### config.mk
export PLATFORM = sky130hd
export DESIGN_NAME = cnu_minsum
export DESIGN_NICKNAME = d
export VERILOG_FILES = /design/src/rtl/cnu_minsum.sv
export SDC_FILE = /design/constraint.sdc
export NUM_CORES = 1
export LEC_CHECK = 0
export ABC_AREA = 1
export CAP_MARGIN = 25
export CORE_UTILIZATION = 40
export CTS_CLUSTER_SIZE = 28
export DETAILED_ROUTE_END_ITERATION = 10
export GPL_TIMING_DRIVEN = 0
export PLACE_DENSITY_LB_ADDON = 0.12
export SETUP_SLACK_MARGIN = 0.2
export SYNTH_ARGS = -nofsm -noshare
export SYNTH_HDL_FRONTEND = slang
export SYNTH_SLANG_ARGS = --single-unit
### constraint.sdc
create_clock -name clk -period 2.8 [get_ports clk]
set_input_delay 0.42 -clock clk [delete_from_list [all_inputs] [get_ports clk]]
set_output_delay 0.42 -clock clk [all_outputs]
set_load 0.03 [all_outputs]
### src/rtl/cnu_minsum.sv
// Offset min-sum check-node unit: accumulates one row of shifted VTC beats per lane,
// then replays one CTV beat per column with the offset-corrected min magnitude.
module cnu_minsum #(
    parameter int data_w  = 8,
    parameter int D       = 5,
    parameter int MAX_DEG = 8,
    parameter int IDX_W   = 3,
    parameter int OFFSET  = 1
) (
    input  logic                clk,
    input  logic                rst,
    input  logic                in_valid,
    output logic                in_ready,
    input  logic [data_w*D-1:0] in_data,
    input  logic                in_null,
    input  logic                in_last,
    output logic                out_valid,
    input  logic                out_ready,
    output logic [data_w*D-1:0] out_data,
    output logic                out_null,
    output logic [IDX_W-1:0]    out_col,
    output logic                out_last,
    output logic                err
);
    localparam int MW = data_w - 1;
    typedef logic [MW-1:0] mag_t;
    localparam mag_t             MAG_ALL1 = {MW{1'b1}};
    localparam logic [IDX_W-1:0] COL_MAX  = IDX_W'(MAX_DEG - 1);

    typedef enum logic {ACC, OUT} state_t;

    state_t           r_state;
    logic [IDX_W-1:0] r_col;
    logic [IDX_W-1:0] r_deg_m1;   // degree minus one, so a full MAX_DEG row fits IDX_W
    logic             r_err;

    mag_t             r_min1 [D];
    mag_t             r_min2 [D];
    logic [IDX_W-1:0] r_idx1 [D];
    logic [D-1:0]     r_sgn;

    logic [D-1:0]       r_sign_mem [MAX_DEG];
    logic [MAX_DEG-1:0] r_null_mem;

    logic         w_in_fire;
    logic         w_out_fire;
    logic         w_row_end;
    logic         w_row_done;
    logic [D-1:0] w_in_sgn;
    mag_t         w_in_mag [D];

    function automatic mag_t sub_offset(input mag_t m);
        if (int'(m) > OFFSET)
            return m - mag_t'(OFFSET);
        return '0;
    endfunction

    // A zero magnitude never carries a negative sign.
    function automatic logic [data_w-1:0] ctv_word(input logic s, input mag_t m);
        return {s & (|m), m};
    endfunction

    assign in_ready   = (r_state == ACC);
    assign out_valid  = (r_state == OUT);
    assign err        = r_err;

    assign w_in_fire  = in_ready && in_valid;
    assign w_out_fire = out_valid && out_ready;
    assign w_row_end  = in_last || (r_col == COL_MAX);
    assign w_row_done = (r_col == r_deg_m1);

    always_comb begin
        w_in_sgn = '0;
        w_in_mag = '{default: '0};
        for (int k = 0; k < D; k++) begin
            w_in_sgn[k] = in_data[data_w*k + MW];
            w_in_mag[k] = in_data[data_w*k +: MW];
        end
    end

    always_ff @(posedge clk) begin
        if (rst) begin
            r_state  <= ACC;
            r_col    <= '0;
            r_deg_m1 <= '0;
            r_err    <= 1'b0;
        end else begin
            case (r_state)
                ACC: begin
                    if (in_valid) begin
                        if (w_row_end) begin
                            r_deg_m1 <= r_col;
                            r_col    <= '0;
                            r_state  <= OUT;
                            if (!in_last)
                                r_err <= 1'b1;
                        end else begin
                            r_col <= r_col + IDX_W'(1);
                        end
                    end
                end
                OUT: begin
                    if (out_ready) begin
                        if (w_row_done) begin
                            r_col   <= '0;
                            r_state <= ACC;
                        end else begin
                            r_col <= r_col + IDX_W'(1);
                        end
                    end
                end
            endcase
        end
    end

    // Accumulators re-initialise on reset and on the edge that retires the last output beat.
    always_ff @(posedge clk) begin
        if (rst || (w_out_fire && w_row_done)) begin
            for (int k = 0; k < D; k++) begin
                r_min1[k] <= MAG_ALL1;
                r_min2[k] <= MAG_ALL1;
                r_idx1[k] <= '0;
            end
            r_sgn <= '0;
        end else if (w_in_fire && !in_null) begin
            for (int k = 0; k < D; k++) begin
                if (w_in_mag[k] < r_min1[k]) begin
                    r_min2[k] <= r_min1[k];
                    r_min1[k] <= w_in_mag[k];
                    r_idx1[k] <= r_col;
                end else if (w_in_mag[k] < r_min2[k]) begin
                    r_min2[k] <= w_in_mag[k];
                end
            end
            r_sgn <= r_sgn ^ w_in_sgn;
        end
    end

    always_ff @(posedge clk) begin
        if (w_in_fire) begin
            r_null_mem[r_col] <= in_null;
            if (!in_null)
                r_sign_mem[r_col] <= w_in_sgn;
        end
    end

    always_comb begin
        out_data = '0;
        for (int k = 0; k < D; k++) begin
            out_data[data_w*k +: data_w] =
                ctv_word(r_sgn[k] ^ r_sign_mem[r_col][k],
                         sub_offset((r_col == r_idx1[k]) ? r_min2[k] : r_min1[k]));
        end
        if (!out_valid || r_null_mem[r_col])
            out_data = '0;
    end

    assign out_null = out_valid && r_null_mem[r_col];
    assign out_col  = out_valid ? r_col : '0;
    assign out_last = out_valid && w_row_done;

endmodule

**Word level (Yosys, flattened, before mapping)**

Memories as Yosys holds them, arrays and structs flattened. A register that Yosys moved wholly into a read port is not among the register bits.
Cells that the tools add are included.

- Register bits: 21
- Latch bits: 0
- RAM bits: 125
- Bits in read-only memories: 0
- Bits of input ports: 46
- Memories kept: 4

- Add/subtract/negate cells: 6
- $mul: 0
- Divide/modulo/power cells: 0
- Order comparisons: 17
- Eq/ne operators: 9
- Shift-type cells: 0
- Muxes and demuxes: 109
- Bitwise logic cells: 33
- Reduce and logical (&&, ||, !) cells: 20

Memory list:

| name | words | width | read ports | clocked after Yosys merged registers in | write ports | RTL line | source |
|---|---|---|---|---|---|---|---|
| r_sign_mem | 8 | 5 | 1 | 1 | 1 | 42 | `logic [D-1:0] r_sign_mem [MAX_DEG];` |
| r_min1 | 5 | 7 | 5 | 0 | 5 | 37 | `mag_t r_min1 [D];` |
| r_min2 | 5 | 7 | 5 | 0 | 5 | 38 | `mag_t r_min2 [D];` |
| r_idx1 | 5 | 3 | 5 | 0 | 5 | 39 | `logic [IDX_W-1:0] r_idx1 [D];` |

Operators with widths:

| cell | number |
|---|---|
| 2-to-1 mux 7 bit | 30 |
| less-than comparator 7 bit | 10 |
| 2-to-1 mux 1 bit | 61 |
| 2-to-1 mux 40 bit | 1 |
| 2-to-1 mux 3 bit | 12 |
| > comparator 7 x 1 -> 1 bit, second input constant | 5 |
| OR reduction 7 bit | 5 |
| subtractor 7 x 1 -> 7 bit, second input constant | 5 |
| OR 1 bit | 20 |
| equality test 3 bit | 6 |
| bitwise mux 8 bit | 1 |
| logical AND 1 bit | 7 |
| one-hot mux 3 bit (2 select lines) | 1 |
| bitwise AND 1 bit | 5 |
| bitwise XOR 1 bit | 5 |
| bitwise XOR 5 bit | 1 |
| less-than comparator 3 x 4 -> 1 bit, second input constant | 1 |
| inequality test 2 bit, second input constant | 2 |
| AND reduction 4 bit | 1 |
| adder 3 x 1 -> 3 bit, second input constant | 1 |
| binary-select mux 1 bit (select 3 bit) | 1 |
| demux 1 bit (select 3 bit) | 1 |
| equality test 3 bit, second input constant | 1 |
| >= comparator 3 x 1 -> 1 bit, second input constant | 1 |
| 6 further kinds | 10 |

**Longest topological paths before layout**

- Depth in word-level cells: 8
- Mapped depth: 19
- Depth with buffers taken out: 17

**Worst setup path before layout**

No wires, ideal clock.

- Kind: register -> output
- Start: reg r_col[1]
- End: out out_data[39]
- Arrival time: 2.199 ns
- Setup slack: 0.181 ns
- Stages on the path, launching flop included: 17
- Buffers on the path: 3
- Cells stage by stage: dfxtp_1 -> buf_6 -> buf_8 -> xnor2_4 -> buf_4 -> nand4_1 -> nand2_2 -> inv_1 -> ha_1 -> inv_1 -> nor2_1 -> nand3_2 -> and2_4 -> nand2_1 -> nand3_1 -> nor2_1 -> nor2_1

- Longest elaborated chain between the ends: 8
- Elaborated cells between the ends (all ways): 13
- Classes of those cells: 1 x add/sub; 1 x order compare; 1 x eq/ne; 7 x mux; 1 x bitwise; 2 x reduce/logical

Ends and longest elaborated chain:

| what | RTL line | source |
|---|---|---|
| start, declared | 33 | `logic [IDX_W-1:0] r_col;` |
| start signal, assigned | 98 | `r_col <= r_col + IDX_W'(1);` |
| start signal, assigned | 108 | `r_col <= r_col + IDX_W'(1);` |
| equality test 3 bit | 152 | `sub_offset((r_col == r_idx1[k]) ? r_min2[k] : r_min1[k]));` |
| 2-to-1 mux 7 bit | 152 |  |
| subtractor 7 x 1 -> 7 bit / > comparator 7 x 1 -> 1 bit (equally long branches) | 54, 53 |  |
| 2-to-1 mux 7 bit / 2-to-1 mux 1 bit (equally long branches) | 53 | `if (int'(m) > OFFSET)` |
| 2-to-1 mux 7 bit | 55 | `return '0;` |
| OR reduction 7 bit | 60 | `return {s & (\|m), m};` |
| bitwise AND 1 bit | 60 |  |
| 2-to-1 mux 40 bit (*) | 154 | `if (!out_valid \|\| r_null_mem[r_col])` |
| end, declared | 19 | `output logic [data_w*D-1:0] out_data,` |

Mark *: on every way between the ends. The rest lies on a longest branch, timed or not. The select of a mux whose other input is x is not followed.

==> summary.txt <==
die area -> 26470 sq um
crit end category -> primary output
post-synthesis cell count -> 1274
gr ovfl total -> 0
Req. time, crit path -> 2380 ps
Routed Antenna Nets -> 0
R2R depth -> 13
# port buffers -> 93
Clock transition at path regs -> 70 ps
Worst Hold End -> err
Post-Syn Nets -> 1392
final worst slack -> -315.9 ps
Core Region -> 25250 sq um
Mean Syn Cell Area -> 8.109 sq um
run status -> complete, but fails checks
Layout area overhead -> 39.30%
DRT Pass-1 Iters -> 5
mux share of post-synthesis cell area -> 0
TritonCTS clock tree -> yes
Fin Hold WS -> 487.9 ps
Fill cells -> 2268
vias per cell -> 5.129
min-delay src -> err
Synth Area in Adders -> 0.08720
Hold Path Depth -> 1
WP depth -> 14
Synth cell types -> 45
origin of the critical flop-to-flop path -> r_col[1]
slowest CP cell -> edfxtp_1
CTS H-tree lvls -> 4
Routability Congestion -> 0.8496
total CTS buffers -> 17
DR iter-0 viols -> 624
Fin. Hold Viols -> 0
relative slew slack -> 0.6104
switching part of the total -> 0.3579
NetSw -> 2.763 mW
Max FO, Critical Path -> 5
Placed Area -> 11690 sq um
clk sinks -> 149
part of the cycle the worst path needs -> 1.113
Vert. Die Dim -> 162.7 um
Peak VDD IR -> 413.5 uV
clk buf depth -> 2
RSZ-0062 raised after global routing -> true
Max Clock Freq -> 320.9 MHz
largest family of logic cells by synthesized area -> simple AND/OR/NAND/NOR gates
P per Cell Area -> 536.5 nW/um^2
Residual DRC -> 0
Die Wd -> 162.7 um
nets -> 1609
simple-gate portion of the synthesized area -> 0.2795
Synth Area in Compound Gates -> 0.1020
Rows -> 58
skew final -> 9.786 ps
CP peak stage delay -> 450 ps
routed via count -> 9406
overall global routing resource usage -> 0.2269
IO Count -> 94
Final setup viols -> 40
later-pin clock latency in the skew report -> 430 ps
largest net degree at the start of global routing -> 18
Overall Power -> 7.720 mW
WS Path Type -> register to primary output
Int Power -> 4.958 mW
leakage -> 6.474 nW
initial antenna violation count -> 0
Reg power frac -> 0.346
xor-xnor portion of the synthesized cell area -> 0.01356
WL final -> 29900 um
startpoint types -> register
Post-DP HPWL -> 20370 um
combinational group share of total power -> 0.358
FF-to-FF End -> r_min1[0][4]
Syn Std Cell Area -> 10330 sq um
vias in the first global route -> 9324
dpl ws -> -661.9 ps
critical path cell sequence -> xnor2_4 -> buf_6 -> nand4_1 -> nand2_4 -> ha_4 -> inv_2 -> nor2_2 -> nand3_2 -> and2_4 -> nand2_2 -> nand3_2 -> nor2_4 -> nor2_2 -> buf_6
clock share of power -> 0.296
Max Slew Vio Count -> 0
Starting Density -> 0.4091
worst path bufs/invs -> 3
failing checks -> negative setup slack
Seq cells post-synth -> 149
# diodes -> 0
share of cells above drive strength 1 -> 0.3165
Ys Warns -> 0
cell family with most CP delay -> simple AND/OR/NAND/NOR gates
setup_tns -> -5457 ps
min cycle time layout -> 3116 ps
clock root cell -> clkbuf_16
first-pass GRT wire length -> 47090 um
Avg WL per Cell -> 16.31 um
Hold WC Path Type -> register to register
register area share after synthesis -> 0.4176
Worst EP arrival -> 2700 ps
fin area -> 14390 sq um
R2R Setup Slk -> 170 ps
MaxCap Viol Count -> 0
Slew @ Worst Pin -> 582.2 ps
-- registers in the layout, summed over array words and instances (netlist names), named ones only --
signal	count
out_valid	1
r_min2	35
r_idx1	15
r_sgn	5
r_col	3
err	1
r_sign_mem	40
r_min1	35
r_null_mem	8
r_deg_m1	3
-- power by group through the flow --
stage | logic, mW | registers, mW | clock network, mW
2_1_floorplan | 1.33 | 2.70 | 0
3_3_place_gp | 1.90 | 2.71 | 0
3_5_place_dp | 1.91 | 2.71 | 0
4_1_cts | 2.45 | 2.67 | 2.32
5_1_grt | 3.02 | 2.69 | 2.39
6_report | 2.76 | 2.67 | 2.28
-- placed cells by master (no fill, tap or decap), types with 6 or more instances in the layout --
cell type	synthesis	layout
a211oi_1	7	7
a21oi_1	50	41
a21oi_2	0	6
buf_12	0	11
buf_4	8	105
buf_6	13	54
clkbuf_1	11	6
clkbuf_16	0	20
clkdlybuf4s50_1	0	50
dfxtp_1	16	13
edfxtp_1	133	133
ha_1	72	62
ha_4	0	10
inv_1	178	155
inv_2	5	26
inv_6	0	6
nand2_1	342	270
nand2_2	11	64
nand2_4	0	18
nand3_1	58	34
nand3_2	14	27
nand3_4	1	13
nand4_1	60	60
nor2_1	122	79
nor2_2	6	35
nor2_4	1	15
o211ai_1	41	41
o21ai_0	41	32
o22ai_1	10	10
-- layer usage --
metal  track usage  routed length (um)  share of wire  vias to the layer above
li1              -                   -              -                     4733
met1        0.2961               13420           0.45                     4438
met2        0.3882               14820           0.50                      206
met3       0.03107                1278          0.043                       29
met4       0.06882                 384          0.013                        0
met5             0                   0              0                        -
-- synthesized netlist by cell type --
cell type,number,area share
nand2_1,342,0.12
inv_1,178,0.065
edfxtp_1,133,0.39
nor2_1,122,0.044
ha_1,72,0.087
nand4_1,60,0.036
nand3_1,58,0.028
a21oi_1,50,0.024
o211ai_1,41,0.030
o21ai_0,41,0.020
dfxtp_1,16,0.031
buf_2,15,0.0073
nand3_2,14,0.014
buf_6,13,0.014
clkbuf_1,11,0.0040
nand2_2,11,0.0067
o22ai_1,10,0.0061
buf_4,8,0.0058
a211oi_1,7,0.0051
nor2_2,6,0.0036
xnor2_1,6,0.0051
and2_4,5,0.0042
inv_2,5,0.0018
nor3b_1,5,0.0036
o21bai_1,5,0.0036
xor2_1,5,0.0042
a31oi_1,4,0.0024
o211ai_2,4,0.0048
a21o_1,3,0.0022
nor3b_2,3,0.0036
o21a_1,3,0.0022
or2_2,3,0.0018
and3_4,2,0.0022
or2_4,2,0.0017
a211o_1,1,0.00085
buf_8,1,0.0015
clkinv_1,1,0.00036
inv_4,1,0.00061
nand2_8,1,0.0019
nand3_4,1,0.0017
nand3b_1,1,0.00073
nor2_4,1,0.0011
o22a_1,1,0.00085
xnor2_2,1,0.0016
xnor2_4,1,0.0027
-- cell families (layout without fill, tap and decap cells) --
family,count (synthesis),in the layout
flops,149,149
xor+xnor,13,13
buf+inv,233,461
simple gates,637,639
compound gates,170,170
fa+ha+maj,72,72
-- what timing repair did --
action,4_1_cts,5_1_grt
resized for setup,503,125
cloned,2,5
endpoints found under the setup margin,81,169
pin swaps,92,50
hold buffers,0,0
setup buffers,67,30
-- layout make-up --
type | count | area, sq um | share of cell area
Multi-Input combinational cell | 894 | 5995 | 0.4165
Sequential cell | 149 | 4320 | 0.3002
Timing Repair Buffer | 196 | 1833 | 0.1274
Inverter | 185 | 713.2 | 0.04956
Buffer | 48 | 536.8 | 0.03730
Clock buffer | 17 | 425.4 | 0.02956
Tap cell | 330 | 412.9 | 0.02869
Clock inverter | 15 | 155.1 | 0.01078
-- metrics by stage --
stage / util / instances
2_1_floorplan: - / 1274
3_3_place_gp: 0.4624 / 1697
3_5_place_dp: 0.4627 / 1698
4_1_cts: 0.5393 / 1799
5_1_grt: 0.5699 / 1834
6_report: 0.5699 / 1834
-- worst max path at each step --
| stage | slack (ps) | startpoint | endpoint |
|---|---|---|---|
| after floorplan | 200 | r_col[1] | out_data[15] |
| after global placement | -830 | in_data[10] | r_min1[0][11] |
| after detailed placement | -660 | r_col[2] | out_data[7] |
| after CTS | -290 | r_idx1[0][10] | out_data[31] |
| after global routing | -480 | r_col[1] | out_data[23] |
| final | -320 | r_idx1[0][1] | out_data[7] |
No activity file was read; power rests on OpenSTA's default activity.
